$ cat src/rtl/clk_divider_prog.sv
// clk_divider_prog: runtime-programmable integer clock divider.
// Ratio changes land only on a period boundary (or while frozen), so clk_out never glitches.
module clk_divider_prog #(
    parameter int CNT_W     = 8,
    parameter int RESET_DIV = 4
) (
    input  logic             clk,
    input  logic             rst,
    input  logic             en,
    input  logic [CNT_W-1:0] div_in,
    input  logic             div_load,
    output logic             div_ack,
    output logic             div_err,
    output logic [CNT_W-1:0] div_active,
    output logic             clk_out,
    output logic             tick,
    output logic [CNT_W-1:0] count
);
    localparam logic [CNT_W-1:0] ONE = CNT_W'(1);
    localparam logic [CNT_W-1:0] TWO = CNT_W'(2);
    logic [CNT_W-1:0] pend_div;
    logic             pend_vld;
    logic             wrap;
    logic             apply;
    logic             load_ok;
    logic [CNT_W-1:0] count_nxt;
    logic [CNT_W:0]   half;
    assign wrap      = count == div_active - ONE;
    assign apply     = pend_vld && (!en || wrap);
    assign load_ok   = div_load && div_in >= TWO;
    assign count_nxt = wrap ? '0 : count + ONE;
    // one bit wider so ceil(N/2) cannot overflow at N = 2^CNT_W-1
    assign half      = ({1'b0, div_active} + 1'b1) >> 1;
    always_ff @(posedge clk or posedge rst) begin
        if (rst) begin
            count      <= '0;
            clk_out    <= 1'b0;
            tick       <= 1'b0;
            div_ack    <= 1'b0;
            div_err    <= 1'b0;
            div_active <= CNT_W'(RESET_DIV);
            pend_div   <= '0;
            pend_vld   <= 1'b0;
        end else begin
            div_ack <= apply;
            div_err <= div_load && !load_ok;
            if (load_ok) begin
                pend_vld <= 1'b1;
                pend_div <= div_in;
            end else if (apply) begin
                pend_vld <= 1'b0;
            end
            if (apply)
                div_active <= pend_div;
            // with en=1 an apply coincides with the wrap, so count_nxt is already 0
            if (en) begin
                count   <= count_nxt;
                clk_out <= {1'b0, count_nxt} < half;
                tick    <= count_nxt == '0;
            end else begin
                tick <= 1'b0;
                if (apply)
                    count <= '0;
            end
        end
    end
endmodule
$ cat config.mk
export PLATFORM = sky130hd
export DESIGN_NAME = clk_divider_prog
export DESIGN_NICKNAME = d
export VERILOG_FILES = /design/src/rtl/clk_divider_prog.sv
export SDC_FILE = /design/constraint.sdc
export NUM_CORES = 1
export LEC_CHECK = 0
export CORE_ASPECT_RATIO = 0.9
export CORE_MARGIN = 2
export CORE_UTILIZATION = 55
export CTS_BUF_LIST = sky130_fd_sc_hd__clkbuf_8
export CTS_CLUSTER_DIAMETER = 80
export DETAILED_ROUTE_END_ITERATION = 10
export DONT_BUFFER_PORTS = 1
export PLACE_DENSITY_LB_ADDON = 0.1
export SYNTH_ARGS = -nofsm -noshare
export SYNTH_HDL_FRONTEND = slang
export SYNTH_SLANG_ARGS = --single-unit
$ cat constraint.sdc
create_clock -name clk -period 6.4 [get_ports clk]
set_clock_uncertainty 0.15 [all_clocks]
set_input_delay 1.28 -clock clk [delete_from_list [all_inputs] [get_ports clk]]
set_output_delay 1.28 -clock clk [all_outputs]
set_load 0.05 [all_outputs]
==> impl_results.md <==
* Outcome: complete, no violations
* CP arrival at 4.14 ns
* Post_cts resized at 0
* First-pass GRT wire length at 6796 microns
* H-tree levels at 2
* Startpoint types: register
* Period utilization at 63.76%
* RR Startpoint: div_active[0]
* Grt total ovfl at 0
* Total chip power at between 600 and 700 uW
* Vias per cell at 5.923
* Worst Hold Launch: pend_div[7]
* Vias at between 1000 and 1500
* Die height at between 60 and 70 microns
* RSZ-0062 raised after global routing: no
* Vias in the first global route at 1419
* FP Rows at 20
* Sequential share of the synthesized area at 37.63%
* Tot GR Track Use at ~23%
* DR iter-0 viols at 97
* Setup violations, final at 0
* # Post-CTS Setup Buffers at 0
* CTS root buf: clkbuf_8
* Setup TNS at 0 ns
* Nets at roughly 220
* Max Cap Viol at 0
* Final Wtd Congestion at 0.8259
* Clock Latency Late Sink at 0.28 ns
* Critical Path, Cell by Cell: inv_1 > ha_1 > o21ai_0 > or4b_2 > a31oi_4 > nor2_1 > ha_1 > a21o_1 > a211oi_1 > nor2_1 > o21ai_0 > a31oi_1 > a21oi_1
* Post-synth EDFFs at 0
* Mapped Nets at around 230
* TritonCTS clock tree: yes
* Starting Density at 57.19%
* Reg2Reg Setup Slack at 2.32 ns
* Final hold viol count at 0
* Crit path required time at 6.46 ns
* Fin worst setup slack at 2.319 ns
* Slew headroom at 26.97%
* Pre-CTS setup slack at 2.384 ns
* Dpl hpwl at 3084 microns
* Crit Path Category: register to register
* TritonCTS buffer count at 5
* Hold buffers post-CTS at 0
* WL per Instance at 16.51 microns
* ANT nets after route at 0
* Most common cell after layout, fill and taps aside: nand2_1
* Die W at 66.47 microns
* Crit-path max cell delay at 0.79 ns
* Worst-path fanout max at 17
* Largest net degree at the start of global routing at 30
* Final Routed Wirelength at 4077 microns
* Non-Filler Instances at about 250
* Clock Sinks at 29
* Max-slew violations at 0
* CP Capture Type: register
* Post-Place Cells at 239
* Ys Warns at 0
* Filler cell count at 324
* Cell count after synthesis at 210
* Tightest Pin Transition at 1.094 ns
* Number of synthesized register bits at 29
* Synth cell types at 44
* Synth Area per Inst at slightly above 9 sq um
* Hold Path Class: register to register
* Minimum clock period at between 4 and 5 ns
* Reg2Reg Capture Point: clk_out
* Fmax at 245.0 MHz
* Asr flop ratio synth at 100.0%
* Synth Flop Type: dfrtp_1
* CP Launch Point: div_active[0]
* Pre-Repair DR Iteration Count at 4
* Ports at 32
* Clock slew at reported path FFs at 0.06 ns
* Crit-path slowest cell: dfrtp_1
* CTS Buffer Depth at 2
* Die area at between 4000 and 5000 sq um
* Power Density at 344.0 nW/um^2
* Leak Pwr at 0.9221 nW
* N_diodes at 0
* DR DRC count at 0
* Peak VDD IR at 158.3 uV
* Area Overhead vs Synth at 5.181%
* Layout cells sized above 1 at 10.84%
* Core box area at 3378 sq um
* Number of port buffers at 0
* Most frequent cells in the layout: nand2_1 (36), dfrtp_1 (28), nor2_1 (14)
* Area of the mapped netlist at slightly below 2000 sq um
* Initial antenna violation count at 0
* Worst-case reg-to-reg path depth at 13
* Worst setup path end: clk_out
## per-layer routing
layer | share of wire [%] | track usage (%)
met1 | 48 | 31.68
met2 | 44 | 34.14
met3 | 7.4 | 7.721
met4 | 0.76 | 6.122
met5 | 0 | 0
## report_power, final
group	switching (mW)	internal [mW]	total [mW]
combinational	0.0875	0.0851	0.173
clock	0.0679	0.125	0.193
sequential	0.126	0.208	0.334
total	0.281	0.418	0.699
## how the worst min path moves through the flow
stage	to	slack, ns	cells after the start
detailed placement	pend_div[7]	0.32	2
global route	pend_div[3]	0.36	2
finish	pend_div[7]	0.32	2
global placement	pend_div[5]	0.31	2
CTS	pend_div[7]	0.33	2
floorplan	pend_div[1]	0.30	2
## cell usage after synthesis (2+ instances only)
master    number  area (sq um)
nand3_1       10         50.05
a31oi_1        2         12.51
a21o_1         4         30.03
xor2_1        13         113.9
ha_1          10         125.1
o21ai_0        8         40.04
inv_1          7         26.28
xnor2_1        8         70.07
nand2_1       36         135.1
clkbuf_1      10         37.54
nor2b_1        2         12.51
nor3_1         3         15.01
nor2_1        14         52.55
o211ai_1       2         15.01
nand4_1        2         12.51
and2_1         3         18.77
o32ai_1        2         17.52
or4_1          2         15.01
dfrtp_1       28         700.7
nor4_1         3         18.77
buf_2          2         10.01
nand2b_1       4         25.02
a211oi_1       3         22.52
a21oi_1        3         15.01
a32o_1         2         20.02
nand3b_1       3         22.52
mux2_4         7         105.1
## critical path, delay by kind of cell, from the launching register on
family	cells	cell delay, ns
AO/OA/AOI/OAI	7	1.45
AND/OR/NAND/NOR	3	0.82
buffers and inverters	1	0.14
flip-flops	1	0.79
adder cells (fa/ha/maj)	2	0.65
## sequential cells by signal, indices dropped and copies added (netlist names)
| name | count |
|---|---|
| count | 8 |
| div_active | 8 |
| pend_div | 8 |
| clk_out | 1 |
| div_ack | 1 |
| div_err | 1 |
| pend_vld | 1 |
| tick | 1 |
## cell families after synthesis
group	Yosys count	synth area share, %
fa+ha+maj	10	6.477
flops	29	37.63
mux	9	6.541
buf+inv	22	5.052
xor+xnor	21	9.521
simple gates	89	22.86
compound gates	30	11.92
## per-stage QoR
| step | cell area (sq um) | hold slack (ns) | util, % |
|---|---|---|---|
| 2_1_floorplan | 1932 | 0.2958 | - |
| 5_1_grt | 2032 | 0.3643 | 60.15 |
| 3_5_place_dp | 1916 | 0.3190 | 56.70 |
| 6_report | 2032 | 0.3243 | 60.15 |
| 4_1_cts | 2032 | 0.3347 | 60.15 |
| 3_3_place_gp | 1916 | 0.3140 | 56.70 |
## layout make-up
| class | instances | area (sq um) | area share, % |
|---|---|---|---|
| Inverter | 7 | 26.28 | 1.293 |
| Sequential cell | 29 | 726.9 | 35.78 |
| Tap cell | 44 | 55.05 | 2.709 |
| Multi-Input combinational cell | 159 | 1107 | 54.49 |
| Clock inverter | 2 | 33.78 | 1.663 |
| Clock buffer | 6 | 82.58 | 4.064 |
Power figures use the tool's default switching activity.
